## src/rtl/wb_arbiter_pkg.sv

```systemverilog
// wb_arbiter_pkg: shared widths and the write-back entry layout {rd, data}
package wb_arbiter_pkg;
  localparam int DATA_WIDTH = 32;
  localparam int ADDR_WIDTH = 5;
  localparam int NUM_REGS = 2 ** ADDR_WIDTH;
  typedef struct packed {
    logic [ADDR_WIDTH-1:0] rd;
    logic [DATA_WIDTH-1:0] data;
  } wb_entry_t;
endpackage

```

## src/rtl/wb_arbiter_if.sv

```systemverilog
// wb_arbiter_if: issue, result, hazard-query and register-file write signals of the write-back stage
interface wb_arbiter_if;
  import wb_arbiter_pkg::*;
  logic                  iss_valid;
  logic [ADDR_WIDTH-1:0] iss_rd;
  logic                  iss_ready;
  logic                  ex_valid;
  logic [ADDR_WIDTH-1:0] ex_rd;
  logic [DATA_WIDTH-1:0] ex_data;
  logic                  ex_ready;
  logic                  ld_valid;
  logic [ADDR_WIDTH-1:0] ld_rd;
  logic [DATA_WIDTH-1:0] ld_data;
  logic                  ld_ready;
  logic [ADDR_WIDTH-1:0] q_raddr1;
  logic [ADDR_WIDTH-1:0] q_raddr2;
  logic                  q_busy1;
  logic                  q_busy2;
  logic                  rf_wen;
  logic [ADDR_WIDTH-1:0] rf_waddr;
  logic [DATA_WIDTH-1:0] rf_wdata;
  modport slave (
    input  iss_valid, iss_rd, ex_valid, ex_rd, ex_data, ld_valid, ld_rd, ld_data, q_raddr1, q_raddr2,
    output iss_ready, ex_ready, ld_ready, q_busy1, q_busy2, rf_wen, rf_waddr, rf_wdata
  );
  modport master (
    output iss_valid, iss_rd, ex_valid, ex_rd, ex_data, ld_valid, ld_rd, ld_data, q_raddr1, q_raddr2,
    input  iss_ready, ex_ready, ld_ready, q_busy1, q_busy2, rf_wen, rf_waddr, rf_wdata
  );
endinterface

```

## src/rtl/wb_fifo.sv

```systemverilog
// wb_fifo: synchronous FIFO of write-back entries; extra pointer bit separates full from empty
module wb_fifo
  import wb_arbiter_pkg::*;
#(
  parameter int DEPTH = 2
) (
  input  logic      clk,
  input  logic      rst,
  input  logic      push,
  input  logic      pop,
  input  wb_entry_t din,
  output wb_entry_t dout,
  output logic      full,
  output logic      empty
);
  localparam int PW = $clog2(DEPTH);
  logic [PW:0] wp, rp;
  wb_entry_t mem [DEPTH];
  assign empty = wp == rp;
  assign full = (wp[PW] != rp[PW]) && (wp[PW-1:0] == rp[PW-1:0]);
  assign dout = mem[rp[PW-1:0]];
  always_ff @(posedge clk or negedge rst)
    if (!rst) begin
      wp <= '0;
      rp <= '0;
    end else begin
      if (push) wp <= wp + (PW+1)'(1);
      if (pop) rp <= rp + (PW+1)'(1);
    end
  always_ff @(posedge clk)
    if (push) mem[wp[PW-1:0]] <= din;
endmodule

```

## src/rtl/wb_arbiter.sv

```systemverilog
// wb_arbiter: merges load and execute results onto the register-file write port and tracks pending writes
module wb_arbiter
  import wb_arbiter_pkg::*;
#(
  parameter int FIFO_DEPTH = 2,
  parameter int CNT_WIDTH = 2
) (
  input logic         clk,
  input logic         rst,
  wb_arbiter_if.slave bus
);
  logic [CNT_WIDTH-1:0] cnt [NUM_REGS];
  logic [NUM_REGS-1:0] inc, dec;
  wb_entry_t head, sel;
  logic full, empty, ex_xfer, push, pop, sel_v, iss_ok;
  assign bus.ex_ready = !full;
  assign bus.ld_ready = 1'b1;
  assign ex_xfer = bus.ex_valid && !full;
  // loads always win; execute results queue behind them or behind older buffered results
  assign pop = !bus.ld_valid && !empty;
  assign push = ex_xfer && (bus.ld_valid || !empty);
  assign sel_v = bus.ld_valid || !empty || ex_xfer;
  assign sel = bus.ld_valid ? wb_entry_t'{bus.ld_rd, bus.ld_data}
             : !empty       ? head
             :                wb_entry_t'{bus.ex_rd, bus.ex_data};
  wb_fifo #(.DEPTH(FIFO_DEPTH)) u_fifo (
    .clk   (clk),
    .rst   (rst),
    .push  (push),
    .pop   (pop),
    .din   (wb_entry_t'{bus.ex_rd, bus.ex_data}),
    .dout  (head),
    .full  (full),
    .empty (empty)
  );
  always_ff @(posedge clk or negedge rst)
    if (!rst) begin
      bus.rf_wen <= 1'b0;
      bus.rf_waddr <= '0;
      bus.rf_wdata <= '0;
    end else begin
      bus.rf_wen <= sel_v && sel.rd != '0;
      if (sel_v) begin
        bus.rf_waddr <= sel.rd;
        bus.rf_wdata <= sel.data;
      end
    end
  assign bus.iss_ready = cnt[bus.iss_rd] != '1;
  assign bus.q_busy1 = cnt[bus.q_raddr1] != '0;
  assign bus.q_busy2 = cnt[bus.q_raddr2] != '0;
  assign iss_ok = bus.iss_valid && bus.iss_ready && bus.iss_rd != '0;
  assign inc = iss_ok ? NUM_REGS'(1) << bus.iss_rd : '0;
  assign dec = bus.rf_wen ? NUM_REGS'(1) << bus.rf_waddr : '0;
  always_ff @(posedge clk or negedge rst)
    if (!rst) begin
      for (int r = 0; r < NUM_REGS; r++) cnt[r] <= '0;
    end else begin
      for (int r = 0; r < NUM_REGS; r++)
        if (inc[r] && !dec[r]) cnt[r] <= cnt[r] + CNT_WIDTH'(1);
        else if (dec[r] && !inc[r] && cnt[r] != '0) cnt[r] <= cnt[r] - CNT_WIDTH'(1);
    end
  // a writeback with nothing outstanding means decode and the producers disagree
  always_ff @(posedge clk)
    if (rst && bus.rf_wen) assert (cnt[bus.rf_waddr] != '0);
endmodule

```

## src/flat_wrapper.sv

```systemverilog
// flat-port wrapper written by rule: the top's interface ports become plain ports
module wb_arbiter_flat import wb_arbiter_pkg::*;
#(
  parameter int FIFO_DEPTH = 2,
  parameter int CNT_WIDTH = 2
)
  (clk, rst, bus_iss_valid, bus_iss_rd, bus_ex_valid, bus_ex_rd, bus_ex_data, bus_ld_valid, bus_ld_rd, bus_ld_data, bus_q_raddr1, bus_q_raddr2, bus_iss_ready, bus_ex_ready, bus_ld_ready, bus_q_busy1, bus_q_busy2, bus_rf_wen, bus_rf_waddr, bus_rf_wdata);
  wb_arbiter_if bus_i ();
  input logic clk;
  input logic rst;
  input wire logic [$bits(bus_i.iss_valid)-1:0] bus_iss_valid;
  input wire logic [$bits(bus_i.iss_rd)-1:0] bus_iss_rd;
  input wire logic [$bits(bus_i.ex_valid)-1:0] bus_ex_valid;
  input wire logic [$bits(bus_i.ex_rd)-1:0] bus_ex_rd;
  input wire logic [$bits(bus_i.ex_data)-1:0] bus_ex_data;
  input wire logic [$bits(bus_i.ld_valid)-1:0] bus_ld_valid;
  input wire logic [$bits(bus_i.ld_rd)-1:0] bus_ld_rd;
  input wire logic [$bits(bus_i.ld_data)-1:0] bus_ld_data;
  input wire logic [$bits(bus_i.q_raddr1)-1:0] bus_q_raddr1;
  input wire logic [$bits(bus_i.q_raddr2)-1:0] bus_q_raddr2;
  output wire logic [$bits(bus_i.iss_ready)-1:0] bus_iss_ready;
  output wire logic [$bits(bus_i.ex_ready)-1:0] bus_ex_ready;
  output wire logic [$bits(bus_i.ld_ready)-1:0] bus_ld_ready;
  output wire logic [$bits(bus_i.q_busy1)-1:0] bus_q_busy1;
  output wire logic [$bits(bus_i.q_busy2)-1:0] bus_q_busy2;
  output wire logic [$bits(bus_i.rf_wen)-1:0] bus_rf_wen;
  output wire logic [$bits(bus_i.rf_waddr)-1:0] bus_rf_waddr;
  output wire logic [$bits(bus_i.rf_wdata)-1:0] bus_rf_wdata;
  assign bus_i.iss_valid = bus_iss_valid;
  assign bus_i.iss_rd = bus_iss_rd;
  assign bus_i.ex_valid = bus_ex_valid;
  assign bus_i.ex_rd = bus_ex_rd;
  assign bus_i.ex_data = bus_ex_data;
  assign bus_i.ld_valid = bus_ld_valid;
  assign bus_i.ld_rd = bus_ld_rd;
  assign bus_i.ld_data = bus_ld_data;
  assign bus_i.q_raddr1 = bus_q_raddr1;
  assign bus_i.q_raddr2 = bus_q_raddr2;
  assign bus_iss_ready = bus_i.iss_ready;
  assign bus_ex_ready = bus_i.ex_ready;
  assign bus_ld_ready = bus_i.ld_ready;
  assign bus_q_busy1 = bus_i.q_busy1;
  assign bus_q_busy2 = bus_i.q_busy2;
  assign bus_rf_wen = bus_i.rf_wen;
  assign bus_rf_waddr = bus_i.rf_waddr;
  assign bus_rf_wdata = bus_i.rf_wdata;
  wb_arbiter #(.FIFO_DEPTH(FIFO_DEPTH), .CNT_WIDTH(CNT_WIDTH)) u_core (.clk(clk), .rst(rst), .bus(bus_i));
endmodule
```

## config.mk

```make
export PLATFORM = sky130hd
export DESIGN_NAME = wb_arbiter_flat
export DESIGN_NICKNAME = d
export VERILOG_FILES = /design/src/rtl/wb_arbiter_pkg.sv /design/src/rtl/wb_arbiter_if.sv /design/src/rtl/wb_fifo.sv /design/src/rtl/wb_arbiter.sv /design/src/flat_wrapper.sv
export SDC_FILE = /design/constraint.sdc
export NUM_CORES = 1
export LEC_CHECK = 0
export ABC_AREA = 0
export CAP_MARGIN = 0
export CORE_MARGIN = 3
export CORE_UTILIZATION = 55
export CTS_CLUSTER_DIAMETER = 200
export DETAILED_ROUTE_END_ITERATION = 7
export GPL_ROUTABILITY_DRIVEN = 1
export GPL_TIMING_DRIVEN = 0
export PLACE_DENSITY = 0.8
export SLEW_MARGIN = 40
export SYNTH_ARGS = -nofsm -noshare
export SYNTH_HDL_FRONTEND = slang
export SYNTH_HIERARCHICAL = 1
export SYNTH_SLANG_ARGS = --single-unit
```

## constraint.sdc

```tcl
create_clock -name clk -period 7.1 [get_ports clk]
set_input_delay 1.065 -clock clk [delete_from_list [all_inputs] [get_ports clk]]
set_output_delay 1.065 -clock clk [all_outputs]
set_load 0.02 [all_outputs]
```

==> run summary, run 1 <==
Outcome = complete, no violations
Yosys reg bits = 180
Routability Congestion = 0.9822
Worst path top cell family by delay = buffers and inverters
DRC = 0
Initial Util = 0.5641
TritonCTS sink count = 180
Worst Path Buf+Inv = 3
Post-synth top area share = 0.2709
Post-synth top cells = nor2_1 (130), dfrtp_1 (106), nand2_1 (101)
Dpl cells = 1349
Skew final = 16.38 ps
DIE AREA = 0.01944 mm²
First-pass GRT wire length = 42970 µm
Critical path data arrival time = 3770 ps
Post-synthesis cell count = 992
Antenna Violating Nets Remaining = 0
I/O pins = 137
Dominant cell by count in the synthesized netlist = nor2_1
Cell Rows = 48
WP data required = 6030 ps
Nets@finish = 1237
Port Buffers = 129
F_max = 207.0 MHz
Max incr delay on CP = 670 ps
Slowest cell on crit path = clkdlybuf4s50_1
Syn_area_per_cell = 9.870 µm²
Final setup fails = 0
Routed len/inst = 19.20 µm
Synth cell types = 57
Total congestion overflow = 0
Ys Warns = 6
Layout cells sized above 1 = 0.09343
Fill cells = 1335
Detailed Place HPWL = 19610 µm
FF/Latch Area = 0.004875 mm²
Max-cap violations = 0
Post-synth EDFFs = 74
Drt pass-1 iters = 5
Seq/Total Area, Yosys = 0.4979
Final std cells w/o fill = 1381
Fin crit period = 4831 ps
Worst-margin pin slew = 897.4 ps
Clock root cell = clkbuf_16
Leakage = 0.004593 µW
CP most frequent cell = a21oi_1
Vias post-DR = 8347
Area delta synth->final = 22.80%
Total design power = 4776 µW
H-Tree Depth = 4
Leading area contributor after synthesis = dfrtp_1
CP cell instances = clkdlybuf4s50_1, clkbuf_1, mux4_2, a21oi_1, a21oi_1, a21oi_1, clkdlybuf4s50_1
Worst VDD drop = 258.2 µV
Hold Vio Cnt, Final = 0
Setup bufs post-CTS = 0
Post-synth ARST share = 0.5889
Hold Buf Count CTS = 0
Vias in the first global route = 8314
Clock Pin Slew Worst Setup and Hold Paths = 80 ps
Fin. max-slew vios = 0
Initial antenna violation count = 0
Worst setup path category = input port to primary output
Setup TNS Final = 0 ps
Clock latency on the worst-skew pair = 440 ps
Inserted Clock Buffers = 17
Mapped Area = 0.009791 mm²
Area of the multi-input gates = 0.004622 mm²
CTS resizes = 0
ANT cells = 0
WL final = 26520 µm
RSZ-0062 raised after global routing = false
Crit end category = primary output
Syn_nets = 1086
CTS tree = yes
Relative slew slack = 0.3962
Die Y = 139.4 µm
Core area = 0.01736 mm²
Gr usage total = 0.2753
Largest cells by area after synthesis = dfrtp_1 (27%), edfxtp_1 (23%), nor2_1 (5.0%), o21ai_0 (4.9%), mux2_2 (4.8%)
HP Class = flip-flop to flip-flop
Most used DFF post-synth = dfrtp_1
Detailed Route Iter0 Violations = 648
Clock tree buffer depth = 2
Die Wd = 139.4 µm
CP max FO = 10
Fin crit share = 0.6805
Power Density = 397.2 mW/mm²
Worst setup SP type = input port
Largest net degree at the start of global routing = 57
Vias per std cell = 6.044
## worst reg2reg max path, stage by stage, from the launching register on
cell and delay, ps:
dfrtp_1 460, buf_6 190, xor2_2 180, nor2_1 160
clkbuf_1 580, buf_2 430, mux2i_1 280, nor2_1 80
a21oi_1 130, o21ai_0 80
## routing by layer
| metal | wire [µm] | vias up | GRT usage | share of wire |
|---|---|---|---|---|
| li1 | - | 3930 | - | - |
| met1 | 10970 | 4012 | 0.3625 | 0.41 |
| met2 | 12500 | 350 | 0.4392 | 0.47 |
| met3 | 2175 | 55 | 0.07320 | 0.082 |
| met4 | 875 | 0 | 0.1066 | 0.033 |
| met5 | 0 | - | 0 | 0 |
## path summary, 6_finish.rpt
path,from,to,slack [ps],cells past startpoint
max,bus_q_raddr1[1],bus_q_busy1,2270,7
min,u_core/bus.rf_wdata[0],u_core/bus.rf_wdata[0],490,2
max reg2reg,u_core/u_fifo/rp[0],u_core/bus.rf_wdata[6],4370,9
min reg2reg,u_core/bus.rf_wdata[0],u_core/bus.rf_wdata[0],490,2
max in group asynchronous,rst,u_core/cnt[62],5910,2
min in group asynchronous,rst,u_core/cnt[23],550,1
## flip-flops by register name (all words and copies together), names as in the netlist
| name | cells |
|---|---|
| u_core/bus.rf_waddr | 5 |
| u_core/bus.rf_wdata | 32 |
| u_core/cnt | 64 |
| u_core/bus.rf_wen | 1 |
| u_core/u_fifo/mem | 74 |
| u_core/u_fifo/rp | 2 |
| u_core/u_fifo/wp | 2 |
## power by group
| part | total (µW) | internal (µW) | switching (µW) | leakage, µW |
|---|---|---|---|---|
| clock | 905 | 466 | 439 | 0.000282 |
| combinational | 2080 | 921 | 1160 | 0.00242 |
| sequential | 1790 | 1490 | 300 | 0.00189 |
| total | 4780 | 2880 | 1900 | 0.00459 |
## layout by cell type, fill, tap and decap left out, types with 4 or more instances in the layout
cell / n
xnor2_1: 10
dfrtp_1: 106
o21ai_0: 96
clkbuf_1: 33
mux2i_1: 40
buf_1: 5
and3b_1: 7
a211oi_1: 40
nand3_1: 17
nand4_1: 7
buf_2: 4
mux2_2: 42
nor2_1: 130
o211ai_1: 5
and3_1: 19
clkbuf_16: 17
nor3_1: 36
mux4_2: 10
o31a_1: 4
o21a_1: 19
nand2b_1: 10
a31oi_1: 4
xor2_1: 6
edfxtp_1: 74
nor2b_1: 16
inv_6: 5
nor4_1: 8
inv_1: 19
a21oi_1: 71
nand2_1: 101
or3_1: 4
buf_6: 5
clkdlybuf4s50_1: 128
## area by class of cell
type	instances	share of cell area
well taps	225	0.02342
multi-input cells	744	0.3844
clock buffers	18	0.03570
flip-flops and latches	180	0.4055
plain buffers	49	0.02019
repair buffers	132	0.1136
clock inverters	14	0.01124
inverters	19	0.005932
## per-stage QoR
| stage | setup slack, ps | area, µm² | hold slack, ps | util |
|---|---|---|---|---|
| after floorplan | 3342 | 9791 | 460.7 | - |
| after global placement | 760.9 | 11360 | 463.1 | 0.6547 |
| after detailed placement | 2325 | 11450 | 472.3 | 0.6600 |
| after CTS | 2306 | 12020 | 489.3 | 0.6925 |
| after global routing | 2168 | 12020 | 514.8 | 0.6927 |
| final | 2269 | 12020 | 487.9 | 0.6927 |
## logic make-up after synthesis
group                  share of synthesized area
XOR/XNOR                                 0.01597
other                                  0.0003830
buffers and inverters                    0.03208
AND/OR/NAND/NOR                           0.1793
flip-flops                                0.4979
multiplexers                              0.1176
AO/OA/AOI/OAI                             0.1568
Note: power is estimated with default switching activity, not from simulation.
==> inputs of run 2 (changes only) <==
==> constraint.sdc (replaced) <==
create_clock -name clk -period 4.57 [get_ports clk]
set_input_delay 0.6855 -clock clk [delete_from_list [all_inputs] [get_ports clk]]
set_output_delay 0.6855 -clock clk [all_outputs]
set_load 0.02 [all_outputs]
==> results of run 2 <==
Same layout as run 1 (identical final DEF). Status: complete, no violations.
Main changes from that run: setup slack after placement 2325 ps -> 553.6 ps; setup slack after layout 2269 ps -> 497.7 ps; hold slack 487.9 ps -> 175.0 ps; register-to-register setup slack 4370 ps -> 1840 ps; total power 4776 µW -> 7420 µW; worst IR drop on VDD 258.2 µV -> 401.2 µV
==> inputs of run 3 (changes only) <==
--- a/config.mk
+++ b/config.mk
@@ -14,6 +14,7 @@
 export GPL_ROUTABILITY_DRIVEN = 1
 export GPL_TIMING_DRIVEN = 0
 export PLACE_DENSITY = 0.8
+export REMOVE_ABC_BUFFERS = 1
 export SLEW_MARGIN = 40
 export SYNTH_ARGS = -nofsm -noshare
 export SYNTH_HDL_FRONTEND = slang
==> run 3 against run 2 <==
Against the previous run:
- maximum frequency down 0.84%
- critical endpoint is now bus_iss_ready
- via count down 1.4%
- clock power about the same
- setup slack worse by 35 ps
- sequential power up 3%
- final area down 0.28%
- critical path type unchanged
- cell count down 2.6%
- routed wire length down 7.4%
- combinational power down 3%
- clock skew down 6.3 ps
- non-clock buffer count down 36
- die area unchanged
==> run summary, run 3 (synthesis gave the netlist of run 1 again) <==
Outcome = complete, no violations
Total congestion overflow = 0
Drt pass-1 iters = 5
ANT cells = 0
Fin crit period = 4107 ps
Fill cells = 1292
Core area = 0.01736 mm²
RSZ-0062 raised after global routing = false
CTS resizes = 0
Routed len/inst = 18.26 µm
CTS tree = yes
Worst VDD drop = 480.2 µV
Final WS setup = 463.1 ps
TritonCTS sink count = 180
Detailed Place HPWL = 17130 µm
Vias in the first global route = 7996
Cell Rows = 48
Pre-CTS WS = 214.0 ps
RR Endpoint = u_core/u_fifo/mem[0][22]
Layout cells sized above 1 = 0.09732
Vias post-DR = 8234
WHS = 166.8 ps
Relative slew slack = 0.4111
Port Buffers = 135
Worst r2r src = u_core/u_fifo/rp[0]
Setup bufs post-CTS = 0
Fin crit share = 0.8987
H-Tree Depth = 4
Clock root cell = clkbuf_16
DIE AREA = 0.01944 mm²
Initial Util = 0.5641
Die Wd = 139.4 µm
Leakage = 0.004571 µW
I/O pins = 137
Worst-margin pin slew = 875.3 ps
Commonest non-fill, non-tap cell in the layout = clkdlybuf4s50_1
Worst setup path category = input port to primary output
Antenna Violating Nets Remaining = 0
Routability Congestion = 0.9055
Initial antenna violation count = 0
HP Class = input port to async pin
Skew final = 10.04 ps
Hold Buf Count CTS = 0
Inserted Clock Buffers = 17
Area delta synth->final = 22.45%
Die Y = 139.4 µm
Fin. max-slew vios = 0
Final setup fails = 0
DRC = 0
Nets@finish = 1201
Worst setup SP type = input port
CP max FO = 13
Crit end category = primary output
Clock Pin Slew Worst Setup and Hold Paths = 70 ps
F_max = 243.5 MHz
Largest net degree at the start of global routing = 58
Hold Vio Cnt, Final = 0
Gr usage total = 0.2530
Most frequent cells in the layout = clkdlybuf4s50_1 (130), nor2_1 (129), dfrtp_1 (105)
Cells on worst reg2reg path = 6
First-pass GRT wire length = 39730 µm
Max FFs per register = 74
WP data required = 3880 ps
Critical path data arrival time = 3420 ps
Clock latency on the worst-skew pair = 430 ps
WL final = 24570 µm
Reg-to-reg setup timing slack = 1750 ps
Power Density = 621.2 mW/mm²
Clock tree buffer depth = 2
Detailed Route Iter0 Violations = 818
Vias per std cell = 6.122
Max-cap violations = 0
-- run 3: critical path, cell delays in order --
cell	delay [ps]
clkdlybuf4s50_1	720
nand2b_1	550
o32ai_4	610
a31oi_1	60
and3_1	240
clkdlybuf4s50_1	540
-- run 3: how the worst max path moves through the flow --
| stage | slack, ps | end | start |
|---|---|---|---|
| 6_report | 460 | bus_iss_ready | bus_iss_rd[4] |
| 5_1_grt | 380 | bus_iss_ready | bus_iss_rd[4] |
| 4_1_cts | 140 | bus_iss_ready | bus_iss_rd[1] |
| 3_5_place_dp | 210 | bus_iss_ready | bus_iss_rd[1] |
| 3_3_place_gp | -5050 | u_core/bus.rf_wdata[31] | u_core/u_fifo/rp[0] |
| 2_1_floorplan | -2210 | u_core/bus.rf_waddr[0] | u_core/u_fifo/rp[0] |
-- run 3: power breakdown --
group | leakage [µW] | internal (µW) | switching, µW
sequential | 0.00189 | 2320 | 554
combinational | 0.00239 | 1480 | 1650
clock | 0.000286 | 735 | 709
total | 0.00457 | 4530 | 2920
-- run 3: through the flow --
stage	setup TNS [ps]	power (µW)	area, µm²	utilization	cells
after floorplan	-110600	4756	9548	-	943
after global placement	-523250	5704	11180	0.6442	1303
after detailed placement	0	5993	11400	0.6568	1313
after CTS	0	7478	11990	0.6910	1345
after global routing	0	7908	11990	0.6907	1345
final	0	7448	11990	0.6907	1345
-- run 3: final cells by class --
class	count	area (µm²)	area share
tap	225	281.5	0.02348
inverter	19	71.32	0.005949
multi-input combinational	744	4637	0.3868
timing repair buffer	145	1528	0.1274
clock buffer	17	425.4	0.03548
clock inverter	15	167.7	0.01398
sequential	180	4878	0.4069
-- run 3: routing by layer --
| layer | global-route usage | part of all wire | vias up |
|---|---|---|---|
| met5 | 0 | 0 | - |
| li1 | - | - | 3863 |
| met4 | 0.08290 | 0.020 | 0 |
| met3 | 0.07526 | 0.093 | 46 |
| met2 | 0.4074 | 0.47 | 344 |
| met1 | 0.3311 | 0.41 | 3981 |
